$ cat config.mk
export PLATFORM = sky130hd
export DESIGN_NAME = conv_mac_engine
export DESIGN_NICKNAME = d
export VERILOG_FILES = /design/src/rtl/conv_mac_engine.sv
export SDC_FILE = /design/constraint.sdc
export NUM_CORES = 1
export LEC_CHECK = 0
export BUFFER_PORTS_ARGS = -buffer_cell sky130_fd_sc_hd__buf_4
export CAP_MARGIN = 0
export CORE_MARGIN = 10
export CORE_UTILIZATION = 62
export DETAILED_ROUTE_END_ITERATION = 7
export HOLD_SLACK_MARGIN = 0.02
export PLACE_DENSITY_LB_ADDON = 0.08
export SYNTH_ARGS = -nofsm -noshare
export SYNTH_HDL_FRONTEND = slang
export SYNTH_SLANG_ARGS = --single-unit
$ cat constraint.sdc
create_clock -name clk -period 7.1 [get_ports clk]
set_input_delay 1.42 -clock clk [delete_from_list [all_inputs] [get_ports clk]]
set_output_delay 1.42 -clock clk [all_outputs]
set_load 0.01 [all_outputs]
$ cat src/rtl/conv_mac_engine.sv
// conv_mac_engine: 1-D convolution engine. Slides a filter across an
// IFmap line held in internal scratchpads and streams one psum per window.
// Ports:
//   clk, rst                       clock, async active-high reset
//   if_wr_en/addr/data             IFmap scratchpad write (IDLE only)
//   filt_wr_en/addr/data           filter scratchpad write (IDLE only)
//   cfg_if_len/filter_len/stride   job config, latched on start
//   start                          job request, sampled in IDLE
//   psum_valid/ready/data          window result stream
//   busy, done, err                job status
module conv_mac_engine #(
  parameter int DATA_WIDTH   = 8,
  parameter int ACC_WIDTH    = 24,
  parameter int IF_DEPTH     = 16,
  parameter int FILTER_DEPTH = 8,
  parameter bit SATURATE     = 1'b0,
  parameter int IAW = $clog2(IF_DEPTH + 1),
  parameter int FAW = $clog2(FILTER_DEPTH + 1)
) (
  input  logic                         clk,
  input  logic                         rst,
  input  logic                         if_wr_en,
  input  logic [IAW-1:0]               if_wr_addr,
  input  logic signed [DATA_WIDTH-1:0] if_wr_data,
  input  logic                         filt_wr_en,
  input  logic [FAW-1:0]               filt_wr_addr,
  input  logic signed [DATA_WIDTH-1:0] filt_wr_data,
  input  logic [IAW-1:0]               cfg_if_len,
  input  logic [FAW-1:0]               cfg_filter_len,
  input  logic [IAW-1:0]               cfg_stride,
  input  logic                         start,
  output logic                         psum_valid,
  input  logic                         psum_ready,
  output logic signed [ACC_WIDTH-1:0]  psum_data,
  output logic                         busy,
  output logic                         done,
  output logic                         err
);

  localparam int IIW = (IF_DEPTH > 1) ? $clog2(IF_DEPTH) : 1;
  localparam int FIW = (FILTER_DEPTH > 1) ? $clog2(FILTER_DEPTH) : 1;
  localparam int WW  = ((IAW > FAW) ? IAW : FAW) + 2;
  localparam int PW  = 2 * DATA_WIDTH;

  typedef enum logic [2:0] {
    S_IDLE, S_CLR, S_MAC, S_DRAIN, S_OUT, S_FIN
  } state_e;

  state_e                        state_q;
  logic [IAW-1:0]                if_len_q;
  logic [IAW-1:0]                stride_q;
  logic [FAW-1:0]                len_q;
  logic [IIW-1:0]                head_q;
  logic [FIW-1:0]                idx_q;
  logic signed [ACC_WIDTH-1:0]   acc_q, acc_d;
  logic                          sat_q, sat_d;
  logic                          rd_vld_q;
  logic                          pv_q;
  logic signed [ACC_WIDTH-1:0]   pd_q;
  logic                          busy_q, done_q, err_q;

  logic signed [DATA_WIDTH-1:0]  if_mem [IF_DEPTH];
  logic signed [DATA_WIDTH-1:0]  filt_mem [FILTER_DEPTH];
  logic signed [DATA_WIDTH-1:0]  if_rd_q, f_rd_q;

  assign psum_valid = pv_q;
  assign psum_data  = pd_q;
  assign busy       = busy_q;
  assign done       = done_q;
  assign err        = err_q;

  // Config screening, done at common width to compare mixed fields.
  logic [WW-1:0] c_ilen, c_len, c_str;
  logic          cfg_bad;
  assign c_ilen = WW'(cfg_if_len);
  assign c_len  = WW'(cfg_filter_len);
  assign c_str  = WW'(cfg_stride);
  assign cfg_bad = (c_len == '0) || (c_len > WW'(FILTER_DEPTH)) ||
                   (c_len > c_ilen) || (c_str == '0) ||
                   (c_ilen == '0) || (c_ilen > WW'(IF_DEPTH));

  // Another window fits iff the advanced window still ends in range;
  // this is the same count as floor((len-L)/stride)+1 without a divider.
  logic [WW-1:0] nxt_head;
  logic          more_win;
  assign nxt_head = WW'(head_q) + WW'(stride_q);
  assign more_win = (nxt_head + WW'(len_q)) <= WW'(if_len_q);

  logic [IIW-1:0] rd_addr;
  logic           last_idx;
  assign rd_addr  = head_q + IIW'(idx_q);
  assign last_idx = (FAW'(idx_q) + FAW'(1)) == len_q;

  logic signed [PW-1:0]        prod;
  logic signed [ACC_WIDTH-1:0] prod_x;
  logic [ACC_WIDTH:0]          sum_w;
  logic                        ovf;
  assign prod   = if_rd_q * f_rd_q;
  assign prod_x = ACC_WIDTH'(prod);
  assign sum_w  = {acc_q[ACC_WIDTH-1], acc_q} +
                  {prod_x[ACC_WIDTH-1], prod_x};
  assign ovf    = sum_w[ACC_WIDTH] ^ sum_w[ACC_WIDTH-1];

  // Accumulate the product read on the previous cycle; once clamped
  // the window keeps its clamp value.
  always_comb begin
    acc_d = acc_q;
    sat_d = sat_q;
    if (rd_vld_q && !sat_q) begin
      if (SATURATE && ovf) begin
        sat_d = 1'b1;
        acc_d = sum_w[ACC_WIDTH] ? {1'b1, {(ACC_WIDTH-1){1'b0}}}
                                 : {1'b0, {(ACC_WIDTH-1){1'b1}}};
      end else begin
        acc_d = sum_w[ACC_WIDTH-1:0];
      end
    end
  end

  // Scratchpads are not reset; their contents survive rst.
  always_ff @(posedge clk) begin
    if (!rst && state_q == S_IDLE) begin
      if (if_wr_en && if_wr_addr < IAW'(IF_DEPTH))
        if_mem[if_wr_addr[IIW-1:0]] <= if_wr_data;
      if (filt_wr_en && filt_wr_addr < FAW'(FILTER_DEPTH))
        filt_mem[filt_wr_addr[FIW-1:0]] <= filt_wr_data;
    end
    if (state_q == S_MAC) begin
      if_rd_q <= if_mem[rd_addr];
      f_rd_q  <= filt_mem[idx_q];
    end
  end

  always_ff @(posedge clk or posedge rst) begin
    if (rst) begin
      state_q  <= S_IDLE;
      if_len_q <= '0;
      stride_q <= '0;
      len_q    <= '0;
      head_q   <= '0;
      idx_q    <= '0;
      acc_q    <= '0;
      sat_q    <= 1'b0;
      rd_vld_q <= 1'b0;
      pv_q     <= 1'b0;
      pd_q     <= '0;
      busy_q   <= 1'b0;
      done_q   <= 1'b0;
      err_q    <= 1'b0;
    end else begin
      unique case (state_q)
        S_IDLE: begin
          if (start) begin
            busy_q <= 1'b1;
            if (cfg_bad) begin
              done_q  <= 1'b1;
              err_q   <= 1'b1;
              state_q <= S_FIN;
            end else begin
              if_len_q <= cfg_if_len;
              len_q    <= cfg_filter_len;
              stride_q <= cfg_stride;
              head_q   <= '0;
              state_q  <= S_CLR;
            end
          end
        end
        S_CLR: begin
          acc_q    <= '0;
          sat_q    <= 1'b0;
          idx_q    <= '0;
          rd_vld_q <= 1'b0;
          state_q  <= S_MAC;
        end
        S_MAC: begin
          acc_q    <= acc_d;
          sat_q    <= sat_d;
          rd_vld_q <= 1'b1;
          idx_q    <= idx_q + FIW'(1);
          if (last_idx) state_q <= S_DRAIN;
        end
        S_DRAIN: begin
          acc_q    <= acc_d;
          sat_q    <= sat_d;
          rd_vld_q <= 1'b0;
          pd_q     <= acc_d;
          pv_q     <= 1'b1;
          state_q  <= S_OUT;
        end
        S_OUT: begin
          if (psum_ready) begin
            pv_q <= 1'b0;
            if (more_win) begin
              head_q  <= IIW'(nxt_head);
              state_q <= S_CLR;
            end else begin
              done_q  <= 1'b1;
              state_q <= S_FIN;
            end
          end
        end
        S_FIN: begin
          done_q  <= 1'b0;
          err_q   <= 1'b0;
          busy_q  <= 1'b0;
          state_q <= S_IDLE;
        end
        default: state_q <= S_IDLE;
      endcase
    end
  end

endmodule

-- Yosys cells after proc, flatten, opt, wreduce, memory -nomap -nowiden
Memories as Yosys holds them, arrays and structs flattened. A register that Yosys moved wholly into a read port is not among the register bits.
Cells that the tools add are included.
- register bits after elaboration: 77
- bits in writable memories: 192
- bits of input ports: 45
- logic and storage cells: 102
- memories: 2
- $add $sub $neg: 6
- multiply operators: 1
- magnitude comparators: 6
- equal/unequal tests: 13
- muxes and demuxes: 31
- bitwise logic cells: 1
- reduce and logical (&&, ||, !) cells: 29
- memory list (name ; words ; width ; rd ports ; clocked after memory_dff ; write ports ; line ; RTL):
    if_mem ; 16 ; 8 ; 1 ; 1 ; 1 ; 62 ; logic signed [DATA_WIDTH-1:0] if_mem [IF_DEPTH];
    filt_mem ; 8 ; 8 ; 1 ; 1 ; 1 ; 63 ; logic signed [DATA_WIDTH-1:0] filt_mem [FILTER_DEPTH];
- operator list (operator ; number):
    $pmux 24 s2 ; 1
    $add 24x16->24 ; 1
    $mux 24 ; 1
    $logic_not 7->1 ; 3
    $mul 8x8->16 ; 1
    $mux 4 ; 4
    $mux 3 ; 5
    $pmux 3 s5 ; 1
    $ne 2x2->1 const B ; 7
    $mux 1 ; 12
    $reduce_bool 2->1 ; 6
    $reduce_and 5->1 ; 2
    $reduce_and 3->1 ; 3
    $pmux 1 s2 ; 4
    $pmux 4 s2 ; 1
    $add 6x4->7 ; 1
    $le 7x5->1 ; 1
    $add 4x5->6 ; 1
    $eq 3x2->1 const B ; 2
    $eq 3x3->1 const B ; 2
    $pmux 3 s2 ; 1
    $gt 4x5->1 ; 1
    $gt 5x5->1 const B ; 1
    $logic_or 1x1->1 ; 5
    16 further kinds ; 20

-- Depth between registers and ports, before layout
- depth in word-level cells: 9
- gate-level depth with buffers: 21
- mapped depth without buffers: 20

-- Worst setup path after synthesis
OpenSTA, ideal clock, no wires.
- path kind: register -> register
- start point: register f_rd_q[0], read port of filt_mem
- end point: register pd_q[23] (netlist: psum_data[23])
- library setup time: 65 ps
- arrival time: 5622 ps
- slack: 1413 ps
- cell stages (with the launch flop): 18
- clock period less this slack: 5687 ps
- cells stage by stage: edfxtp_1 > and2_1 > inv_1 > fa_1 > inv_1 > fa_1 > fa_1 > fa_1 > fa_1 > ha_1 > a21oi_1 > nor2b_1 > o41a_1 > o211ai_1 > nand3b_1 > a31oi_1 > mux2_2 > nand2_1
- cells in the longest elaborated chain, start to end: 3
- ends and longest elaborated chain (what ; line ; RTL):
    start, declared ; 64 ; logic signed [DATA_WIDTH-1:0] if_rd_q, f_rd_q;
    $mul 8x8->16 ; 98 ; assign prod = if_rd_q * f_rd_q;
    $add 24x16->24 ; 100 ; assign sum_w = {acc_q[ACC_WIDTH-1], acc_q} +
    $mux 24 ; 109 ; if (rd_vld_q && !sat_q) begin
    end signal, assigned ; 146 ; pd_q <= '0;
    end signal, assigned ; 186 ; pd_q <= acc_d;
    end, declared ; 59 ; logic signed [ACC_WIDTH-1:0] pd_q;
No other way between the ends.
A chain may end at the register's enable or synchronous reset.

-- Worst setup path after layout
Same ends and word-level chain as after synthesis.

==> flow_metrics.env <==
export IMPL_outcome="complete, no violations"
export IMPL_synth_seq_area_share_pct=50.87
export IMPL_start_util_pct=63.44
export IMPL_highest_layer="met4"
export IMPL_setup_violations=0
export IMPL_gr_total_overflow=0
export IMPL_vias=9349
export IMPL_timing_fmax_mhz=170.5
export IMPL_die_area_um2=32750
export IMPL_worstSetupPathType="register to register"
export IMPL_crit_path_frequent_cell="fa_1"
export IMPL_viasPerCell=5.847
export IMPL_ys_flop_type="edfxtp_1"
export IMPL_crit_path_end_kind="register"
export IMPL_portBuffers=72
export IMPL_reg2reg_from="f_rd_q[0]$_DFFE_PP_"
export IMPL_worstPathCellList="and2_1 -> inv_1 -> fa_1 -> inv_1 -> fa_1 -> fa_1 -> fa_1 -> fa_1 -> ha_1 -> a21oi_1 -> nor2b_1 -> o41a_1 -> o211ai_1 -> nand3b_1 -> a31oi_1 -> mux2_2 -> nand2_1"
export IMPL_slowest_stage="fa_1"
export IMPL_die_h_um=181.0
export IMPL_antenna_found_initial=0
export IMPL_ys_warn_count=0
export IMPL_routedWlPerCell_um=20.86
export IMPL_tritoncts="done"
export IMPL_start_kind="register"
export IMPL_cts_sinks=285
export IMPL_crit_required_ps=7600
export IMPL_fin_setup_tns_ps=0
export IMPL_drive_above_1_share_pct=16.15
export IMPL_cts_made_buffers=29
export IMPL_min_period_over_period_pct=82.62
export IMPL_core_area_um2=25330
export IMPL_syn_inst=1162
export IMPL_cts_htree_levels=1
export IMPL_crit_start="f_rd_q[0]$_DFFE_PP_"
export IMPL_io_pin_count=73
export IMPL_cts_setup_buffers=0
export IMPL_grt_pass1_wl_um=53720
export IMPL_num_rows=58
export IMPL_nets=1473
export IMPL_min_from="if_len_q[3]$_DFFE_PP0P_"
export IMPL_critPathMaxFanout=8
export IMPL_cts_root_buffer_cell="clkbuf_16"
export IMPL_maxCapViolCount=0
export IMPL_postRouteAntennaNets=0
export IMPL_grt_usage_pct=20.43
export IMPL_synth_distinct_cells=61
export IMPL_dp_hpwl_um=23640
export IMPL_max_slew_worst_pin_slew_ps=1195
export IMPL_dr_wl_met3_um=1555
export IMPL_syn_nets=1389
export IMPL_hold_buffers=0
export IMPL_clock_skew_ps=14.38
export IMPL_cp_data_arrival_time_ps=6370
export IMPL_async_flop_share_pct=27.02
export IMPL_ys_seq_elements=285
export IMPL_syn_to_final_growth_pct=11.64
export IMPL_cts_max_path_buffers=3
export IMPL_drc=0
export IMPL_path_clk_slew_ps=60
export IMPL_hold_class="register to register"
export IMPL_netlist_area_um2=16070
export IMPL_fin_crit_ps=5866
export IMPL_clk_latency_ps=570
export IMPL_die_x_um=181.0
export IMPL_rsz0062_at_grt="false"
export IMPL_place_gp_congestion=0.8748
export IMPL_synth_edff_count=208
export IMPL_diodes=0
export IMPL_grt_max_degree=71
export IMPL_cpPeakStageDelay_ps=570
export IMPL_hold_viol_final=0
export IMPL_drt_first_pass_iters=5
export IMPL_drt_met1_wl_um=15470
export IMPL_grt_pass1_vias=9639
export IMPL_wl_met2_um=15760
export IMPL_finalWirelength_um=33360
export IMPL_cts_resized=0
export IMPL_maxSlewHeadroom_pct=19.70
export IMPL_syn_area_per_cell_um2=13.83
export IMPL_drtIter0Drc=790
export IMPL_drv_slew=0
sequential cells by signal (all words and copies together) (netlist names):
name        count
acc_q          24
rd_vld_q        1
err             1
filt_mem       64
f_rd_q          8
if_mem        128
if_len_q        5
head_q          4
state_q         3
stride_q        5
psum_data      24
busy            1
psum_valid      1
if_rd_q         8
idx_q           3
len_q           4
done            1
critical path: cells and delay by family, from the launching register on:
kind | cells | cell delay (ps)
adder cells (fa/ha/maj) | 6 | 2810
AO/OA/AOI/OAI | 4 | 1110
AND/OR/NAND/NOR | 4 | 850
flip-flops | 1 | 480
multiplexers | 1 | 370
buffers and inverters | 2 | 160
cell usage after synthesis, types with 9 or more instances:
| cell | count | area, um^2 |
|---|---|---|
| xnor2_1 | 29 | 254.0 |
| nand2_1 | 75 | 281.5 |
| inv_1 | 124 | 465.5 |
| and2_1 | 33 | 206.5 |
| mux2i_1 | 27 | 270.3 |
| fa_1 | 107 | 2142 |
| a21o_1 | 10 | 75.07 |
| clkbuf_1 | 25 | 93.84 |
| xor2_1 | 9 | 78.83 |
| a22o_1 | 21 | 183.9 |
| mux2_2 | 18 | 202.7 |
| a211oi_1 | 10 | 75.07 |
| edfxtp_1 | 208 | 6246 |
| mux4_2 | 48 | 1081 |
| nor2_1 | 55 | 206.5 |
| ha_1 | 75 | 938.4 |
| nor2b_1 | 19 | 118.9 |
| o21ai_0 | 38 | 190.2 |
| nand2b_1 | 11 | 68.82 |
| dfrtp_1 | 77 | 1927 |
| nor3_1 | 9 | 45.04 |
| a21oi_1 | 43 | 215.2 |
through the flow:
stage                     utilization (%)  instances  hold WS (ps)  area [um^2]  setup slack, ps
after floorplan                         -       1162         448.4        16070             1413
after global placement              67.09       1545         467.0        16990             1382
after detailed placement            67.09       1545         474.7        16990             1288
after CTS                           70.82       1599         488.9        17940             1267
after global routing                70.82       1599         514.0        17940            964.0
final                               70.82       1599         483.3        17940             1234
layout by cell type, fill, tap and decap left out, types with 18 or more instances in the layout:
master,n
nor2_1,54
xnor2_1,29
clkbuf_16,29
o21ai_0,38
mux2_2,18
inv_1,123
mux4_2,48
and2_1,33
ha_1,74
dfrtp_1,77
nand2_1,75
a22o_1,21
a21oi_1,43
edfxtp_1,208
fa_1,107
mux2i_1,27
nor2b_1,19
buf_4,86
worst paths after layout:
check	to	slack, ps	cells past startpoint
max	psum_data[23]$_DFFE_PP0P_	1230	17
min	if_len_q[3]$_DFFE_PP0P_	480	2
max reg2reg	psum_data[23]$_DFFE_PP0P_	1230	17
min reg2reg	if_len_q[3]$_DFFE_PP0P_	480	2
max in group asynchronous	acc_q[0]$_DFFE_PP0P_	5150	3
min in group asynchronous	psum_data[2]$_DFFE_PP0P_	750	2
cells by family after synthesis:
kind of cell	count (synthesis)	share of synthesized area [%]
AO/OA/AOI/OAI	165	6.814
XOR/XNOR	38	2.071
adder cells (fa/ha/maj)	182	19.17
buffers and inverters	158	3.831
flip-flops	285	50.87
multiplexers	95	9.859
AND/OR/NAND/NOR	239	7.383
final cells by class:
cell class,count,area (um^2)
fillers,1741,7390
clock inverters,10,112.6
well taps,330,412.9
flip-flops and latches,285,8173
repair buffers,86,645.6
inverters,125,470.5
multi-input cells,719,7291
clock buffers,44,832.0
routing by layer:
metal | global-route usage [%] | vias to the layer above
met5 | 0 | -
met2 | 32.25 | 222
met4 | 4.003 | 0
met3 | 2.937 | 37
met1 | 29.88 | 4780
li1 | - | 4310
Power is not shown: default switching activity piles up to over one toggle a cycle in this logic, so the estimate is an artifact.
